[config.mk]
export PLATFORM = sky130hd
export DESIGN_NAME = mem_port_arbiter
export DESIGN_NICKNAME = d
export VERILOG_FILES = /design/src/rtl/mem_port_arbiter.sv
export SDC_FILE = /design/constraint.sdc
export NUM_CORES = 1
export LEC_CHECK = 0
export BUFFER_PORTS_ARGS = -buffer_cell sky130_fd_sc_hd__buf_2
export CAP_MARGIN = 30
export CELL_PAD_IN_SITES_DETAIL_PLACEMENT = 1
export CELL_PAD_IN_SITES_GLOBAL_PLACEMENT = 1
export CORE_MARGIN = 3
export CORE_UTILIZATION = 25
export CTS_BUF_LIST = sky130_fd_sc_hd__clkbuf_2 sky130_fd_sc_hd__clkbuf_4 sky130_fd_sc_hd__clkbuf_8
export DETAILED_ROUTE_END_ITERATION = 8
export GPL_ROUTABILITY_DRIVEN = 1
export PLACE_DENSITY_LB_ADDON = 0.1
export RECOVER_POWER = 50
export SLEW_MARGIN = 20
export SYNTH_ARGS = -nofsm -noshare
export SYNTH_HDL_FRONTEND = slang
export SYNTH_SLANG_ARGS = --single-unit
[constraint.sdc]
create_clock -name clk -period 2.1 [get_ports clk]
set_input_delay 0.105 -clock clk [delete_from_list [all_inputs] [get_ports clk]]
set_output_delay 0.105 -clock clk [all_outputs]
set_load 0.01 [all_outputs]
[src/rtl/mem_port_arbiter.sv]
// mem_port_arbiter
//   Shares one single-port synchronous RAM between port C (CPU) and port D
//   (debug / program loader). Each port uses a req/ack handshake. One RAM
//   access is in flight at a time. C has priority. A starvation guard hands
//   the RAM to D after STARVE_LIMIT consecutive C grants made while D waited.
//
// Ports
//   clk, reset                 rising-edge clock, async active-low reset
//   c_req/c_we/c_addr/c_wdata  port C request (held until c_ack)
//   c_rdata, c_ack             port C read data (held) and 1-cycle completion
//   d_*                        same as port C, for port D
//   m_en/m_we/m_addr/m_wdata   RAM strobe/write/address/data (0 outside ISSUE)
//   m_rdata                    RAM read data, RD_LAT cycles after m_en
//   grant                      one-hot owner {D,C}, 00 when idle
//   busy                       transaction in progress
//
// state  | meaning
// -------+------------------------------------------------------------
// IDLE   | no owner; arbitrate and latch winner's request
// ISSUE  | drive the RAM access for one cycle
// WAIT   | read only: RD_LAT cycles, capture m_rdata on the last
// RESP   | pulse winner's ack for one cycle
`timescale 1ns/1ps
module mem_port_arbiter #(
  parameter int ADDR_W       = 9,
  parameter int DATA_W       = 32,
  parameter int RD_LAT       = 1,
  parameter int STARVE_LIMIT = 4
) (
  input  logic              clk,
  input  logic              reset,
  input  logic              c_req,
  input  logic              c_we,
  input  logic [ADDR_W-1:0] c_addr,
  input  logic [DATA_W-1:0] c_wdata,
  output logic [DATA_W-1:0] c_rdata,
  output logic              c_ack,
  input  logic              d_req,
  input  logic              d_we,
  input  logic [ADDR_W-1:0] d_addr,
  input  logic [DATA_W-1:0] d_wdata,
  output logic [DATA_W-1:0] d_rdata,
  output logic              d_ack,
  output logic              m_en,
  output logic              m_we,
  output logic [ADDR_W-1:0] m_addr,
  output logic [DATA_W-1:0] m_wdata,
  input  logic [DATA_W-1:0] m_rdata,
  output logic [1:0]        grant,
  output logic              busy
);

  // wait counter holds RD_LAT-1 down to 0
  localparam int CNT_W = (RD_LAT < 2) ? 1 : $clog2(RD_LAT);
  localparam int STV_W = (STARVE_LIMIT < 1) ? 1 : $clog2(STARVE_LIMIT + 1);

  typedef enum logic [1:0] {
    S_IDLE  = 2'd0,
    S_ISSUE = 2'd1,
    S_WAIT  = 2'd2,
    S_RESP  = 2'd3
  } state_t;

  state_t             state, state_nxt;
  logic [1:0]         grant_q;
  logic               lat_we;
  logic [ADDR_W-1:0]  lat_addr;
  logic [DATA_W-1:0]  lat_wdata;
  logic [CNT_W-1:0]   wait_cnt;
  logic [STV_W-1:0]   starve;
  logic [DATA_W-1:0]  c_rdata_q, d_rdata_q;
  logic               any_req;
  logic               pick_d;

  assign any_req = c_req | d_req;

  // D wins when alone, or when both request and the guard has saturated
  always_comb begin
    pick_d = 1'b0;
    if (d_req && !c_req)
      pick_d = 1'b1;
    else if (d_req && c_req && (STARVE_LIMIT != 0) && (starve == STV_W'(STARVE_LIMIT)))
      pick_d = 1'b1;
  end

  always_ff @(posedge clk or negedge reset) begin
    if (!reset) state <= S_IDLE;
    else        state <= state_nxt;
  end

  always_comb begin
    state_nxt = state;
    case (state)
      S_IDLE:  if (any_req) state_nxt = S_ISSUE;
      S_ISSUE: state_nxt = lat_we ? S_RESP : S_WAIT;
      S_WAIT:  if (wait_cnt == '0) state_nxt = S_RESP;
      S_RESP:  state_nxt = S_IDLE;
      default: state_nxt = S_IDLE;
    endcase
  end

  always_ff @(posedge clk or negedge reset) begin
    if (!reset) begin
      grant_q   <= 2'b00;
      lat_we    <= 1'b0;
      lat_addr  <= '0;
      lat_wdata <= '0;
      wait_cnt  <= '0;
      starve    <= '0;
      c_rdata_q <= '0;
      d_rdata_q <= '0;
    end else begin
      if (state == S_IDLE && any_req) begin
        grant_q   <= pick_d ? 2'b10 : 2'b01;
        lat_we    <= pick_d ? d_we    : c_we;
        lat_addr  <= pick_d ? d_addr  : c_addr;
        lat_wdata <= pick_d ? d_wdata : c_wdata;
        if (pick_d)
          starve <= '0;
        else if (d_req) begin
          if (starve != STV_W'(STARVE_LIMIT))
            starve <= starve + STV_W'(1);
        end else
          starve <= '0;
      end
      if (state == S_ISSUE && !lat_we)
        wait_cnt <= CNT_W'(RD_LAT - 1);
      else if (state == S_WAIT && wait_cnt != '0)
        wait_cnt <= wait_cnt - CNT_W'(1);
      if (state == S_WAIT && wait_cnt == '0) begin
        if (grant_q[0]) c_rdata_q <= m_rdata;
        else            d_rdata_q <= m_rdata;
      end
      if (state == S_RESP)
        grant_q <= 2'b00;
    end
  end

  always_comb begin
    m_en    = 1'b0;
    m_we    = 1'b0;
    m_addr  = '0;
    m_wdata = '0;
    c_ack   = 1'b0;
    d_ack   = 1'b0;
    if (state == S_ISSUE) begin
      m_en    = 1'b1;
      m_we    = lat_we;
      m_addr  = lat_addr;
      m_wdata = lat_wdata;
    end
    if (state == S_RESP) begin
      c_ack = grant_q[0];
      d_ack = grant_q[1];
    end
    busy    = (state != S_IDLE);
    grant   = grant_q;
    c_rdata = c_rdata_q;
    d_rdata = d_rdata_q;
  end

endmodule
# [Word-level counts from Yosys, hierarchy flattened]
# Cells that the tools add are included.
# W data, S select, Z words.
[op_classes] addsub=2 n_eq_ne=8 n_mux=23 bitwise=3 reduce_logical=17
[ops] cell="$mux W32" count=2
[ops] cell="$mux W9" count=2
[ops] cell="$mux W1" count=10
[ops] cell="$mux W2" count=5
[ops] cell="$mux W3" count=3
[ops] cell="$pmux W2 S4" count=1
[ops] cell="$reduce_and A2 Y1" count=4
[ops] cell="$logic_and A1 B1 Y1" count=7
[ops] cell="$reduce_bool A2 Y1" count=3
[ops] cell="$eq A2 B2 Y1 const B" count=2
[ops] cell="$ne A2 B2 Y1 const B" count=2
[ops] cell="$add A3 B1 Y3 const B" count=1
[ops] cell="$eq A3 B3 Y1 const B" count=1
[ops] cell="$ne A3 B1 Y1 const B" count=1
[ops] cell="$ne A3 B3 Y1 const B" count=1
[ops] cell="$eq A2 B1 Y1 const B" count=1
[ops] cell="$logic_not A1 Y1" count=2
[ops] cell="$logic_not A2 Y1" count=1
[ops] cell="$not A1 Y1" count=2
[ops] cell="$or A1 B1 Y1" count=1
[ops] cell="$sub A1 B1 Y1 const B" count=1
[totals] regBits=114 output_inout_bits=112

# [Longest topological paths before layout]
[depth] word_depth=7 mapped_depth=8

# [Least setup slack after synthesis]
# No wires, ideal clock.
[synth_timing] kind="register -> register" start="register state[0]" end="register d_rdata_q[10], in the netlist d_rdata[10]" t_arrival_ns=1.531 required_ns=1.975 path_slack_ns=0.444 stages_incl_launch_ff=6 synth_period_minus_slack_ns=1.656 path_cell_list="dfrtp_1 -> inv_1 -> ha_1 -> nor3b_2 -> buf_2 -> mux2_2"
[synth_via] elab_chain_len=3
[synth_lines] item="from (decl)" line_no="64" rtl="state_t state, state_nxt;"
[synth_lines] item="from (signal assigned)" line_no="88" rtl="else state <= state_nxt;"
[synth_lines] item="$eq A2 B2 Y1" line_no="130" rtl="if (state == S_WAIT && wait_cnt == '0) begin"
[synth_lines] item="$logic_and A1 B1 Y1" line_no="130"
[synth_lines] item="$reduce_and A2 Y1 (no line)"
[synth_lines] item="to (signal assigned)" line_no="132" rtl="else d_rdata_q <= m_rdata;"
[synth_lines] item="to (decl)" line_no="71" rtl="logic [DATA_W-1:0] c_rdata_q, d_rdata_q;"
# Every way passes these cells.
# A chain may end at the register's enable or synchronous reset.

# [Final worst setup path]
[layout_timing] start="register state[1]" end="output m_wdata[9]"
[layout_via] elab_chain_len=2
[layout_lines] item="$eq A2 B1 Y1" line_no="146" rtl="if (state == S_ISSUE) begin"
[layout_lines] item="$mux W32" line_no="146"
[layout_lines] item="to (decl)" line_no="47" rtl="output logic [DATA_W-1:0] m_wdata,"
# Every way passes these cells.

==> impl_metrics.env <==
export IMPL_outcome="complete, no violations"
export IMPL_track_usage_pct=16.03
export IMPL_crit_path_end_kind="primary output"
export IMPL_fin_crit_ns=1.868
export IMPL_grt_start_max_net_pins=75
export IMPL_gp_congestion=0.7633
export IMPL_cp_start_kind="flip-flop"
export IMPL_htree_levels=4
export IMPL_vias=5051
export IMPL_period_share_pct=88.96
export IMPL_yosysSeqAreaShare_pct=52.55
export IMPL_rsz0062_at_grt="no"
export IMPL_final_util_pct=39.45
export IMPL_clk_pin_slew_ns=0.07
export IMPL_synth_nets=595
export IMPL_cap_violations=0
export IMPL_clk_latency_ns=0.43
export IMPL_fillers=2374
export IMPL_ant_nets=0
export IMPL_port_buffers=231
export IMPL_clockRootBuffer="clkbuf_8"
export IMPL_switching_share_pct=39.87
export IMPL_fin_skew_ns=0.008211
export IMPL_drt_first_iter_violations=174
export IMPL_finalHoldViolations=0
export IMPL_switchingPower_mw=4.249
export IMPL_intPower_mw=6.407
export IMPL_cts_resized_gates=0
export IMPL_grt_pass1_wl_um=30210
export IMPL_diodes=0
export IMPL_crit_fanout=27
export IMPL_core_area_sq_um=21150
export IMPL_clockPowerShare_pct=17.1
export IMPL_cts_path_max_buffers=2
export IMPL_ys_async_sr_fraction_pct=100.0
export IMPL_holdBufCountCts=117
export IMPL_cts_setup_buffers=0
export IMPL_p_comb_share_pct=46.4
export IMPL_postSynthRegisterBits=114
export IMPL_nets=939
export IMPL_clock_sinks=114
export IMPL_avgRoutedWirePerCell_um=17.19
export IMPL_yosys_warnings=0
export IMPL_p_per_area_nw_per_um2=1277
export IMPL_die_h_um=153.4
export IMPL_cts_tree="done"
export IMPL_min_path_type="primary input to flip-flop"
export IMPL_path_class="flip-flop to primary output"
export IMPL_numCtsBuffers=17
export IMPL_critPathArrivalTime_ns=1.76
export IMPL_slew_violations=0
export IMPL_die_w_um=153.4
export IMPL_maxSlewHeadroom_pct=27.53
export IMPL_final_cell_mix="buf_2, dlygate4sd3_1, dfrtp_1, nand2_1, mux2_2"
export IMPL_setup_viol=0
export IMPL_grt_pass1_vias=5681
export IMPL_viasPerCell=4.592
export IMPL_io_pins=232
export IMPL_synth_cell_type_count=30
export IMPL_syn_area_per_cell_sq_um=11.58
export IMPL_synth_edff_count=0
export IMPL_antenna_found_initial=1
export IMPL_syn_area_sq_um=5429
export IMPL_overflow=0
export IMPL_final_common_cell="buf_2"
export IMPL_drc=0
export IMPL_leakage_nw=3.867
export IMPL_seq_power_share_pct=36.4
export IMPL_drive_gt1_share_pct=40.48
export IMPL_synth_cells=469
export IMPL_area_growth_pct=53.72
export IMPL_row_count=53
export IMPL_synth_main_ff_cell="dfrtp_1"
export IMPL_first_pass_iters=4
export IMPL_place_hpwl_um=12170
export IMPL_ir_worst_vdd_mv=0.5759
export IMPL_dieArea_sq_um=23520
export IMPL_wl_um=18910
export IMPL_fmax_mhz=535.3
export IMPL_worst_pin_slew_ns=1.087
export IMPL_fin_tns_setup_ns=0
export IMPL_required_ns=2.00
export IMPL_start_util_pct=25.66
## synthesized netlist by cell type, types with 2 or more instances
cell type / instances / area (sq um)
a21oi_1: 2 / 10.01
a31o_2: 2 / 17.52
and2_1: 43 / 269.0
buf_2: 7 / 35.03
buf_6: 6 / 67.56
clkbuf_1: 25 / 93.84
dfrtp_1: 114 / 2853
ha_1: 6 / 75.07
inv_1: 7 / 26.28
mux2_2: 65 / 732.0
nand2_1: 88 / 330.3
nand4_1: 42 / 262.8
nor2_1: 3 / 11.26
nor3b_1: 2 / 15.01
o211ai_1: 2 / 15.01
o211ai_2: 40 / 500.5
o31ai_1: 2 / 15.01
## power by group through the flow
stage / Clock, mW / Sequential (mW) / Combinational [mW]
floorplan: 0 / 4.11 / 2.74
global placement: 0 / 3.84 / 4.90
detailed placement: 0 / 3.91 / 5.00
CTS: 1.93 / 3.87 / 5.18
global route: 2.05 / 4.03 / 5.42
finish: 1.83 / 3.88 / 4.95
## final timing paths
kind	from	endpoint	slack, ns	cells past startpoint
min reg2reg	lat_wdata[30]	lat_wdata[30]	0.48	2
max in group asynchronous	reset	lat_wdata[30]	0.82	3
min	c_req	starve[2]	0.04	3
max reg2reg	state[0]	d_rdata[6]	0.34	5
min in group asynchronous	reset	c_rdata[9]	0.56	3
max	state[1]	m_wdata[9]	0.23	5
## final cells by class
cell class / instances / area (sq um) / area share [%]
Clock inverter: 12 / 85.08 / 1.019
Clock buffer: 19 / 255.2 / 3.058
Inverter: 7 / 26.28 / 0.3148
Sequential cell: 114 / 2853 / 34.18
Timing Repair Buffer: 364 / 2415 / 28.94
Multi-Input combinational cell: 309 / 2367 / 28.37
Tap cell: 275 / 344.1 / 4.123
## metal layers
layer	routed length (um)	GRT usage (%)	vias up
met5	13	0	-
met4	305	4.668	2
met3	1171	4.841	23
met2	9104	27.17	185
met1	8314	19.80	2503
li1	-	-	2338
## worst max-delay path, cell delays in order (launching register included)
cell and delay [ns]:
dfrtp_1 0.43, inv_1 0.10, ha_1 0.16, buf_4 0.28
and2_1 0.20, buf_2 0.14
## registers in the layout (all words and copies together), names as in the netlist
register,cells
lat_addr,9
lat_wdata,32
state,2
grant,2
d_rdata,32
lat_we,1
wait_cnt,1
starve,3
c_rdata,32
## kinds of logic after synthesis
kind of cell / count (synthesis) / share of synthesized area [%]
simple gates: 183 / 17.10
fa+ha+maj: 6 / 1.383
mux: 65 / 13.48
flops: 114 / 52.55
compound gates: 55 / 11.32
buf+inv: 46 / 4.171
## through the flow
step,area [sq um],hold slack [ns],instances,setup slack [ns],total power [mW]
after global placement,6919,0.1664,952,0.4203,8.741
after detailed placement,6919,0.1703,952,0.3449,8.904
after floorplan,5429,-0.1906,469,0.4439,6.852
final,8346,0.04023,1100,0.2319,10.66
after CTS,8431,0.0003728,1100,0.1876,10.98
after global routing,8346,0.01755,1100,0.1089,11.50
Note: power is estimated with default switching activity, not from simulation.
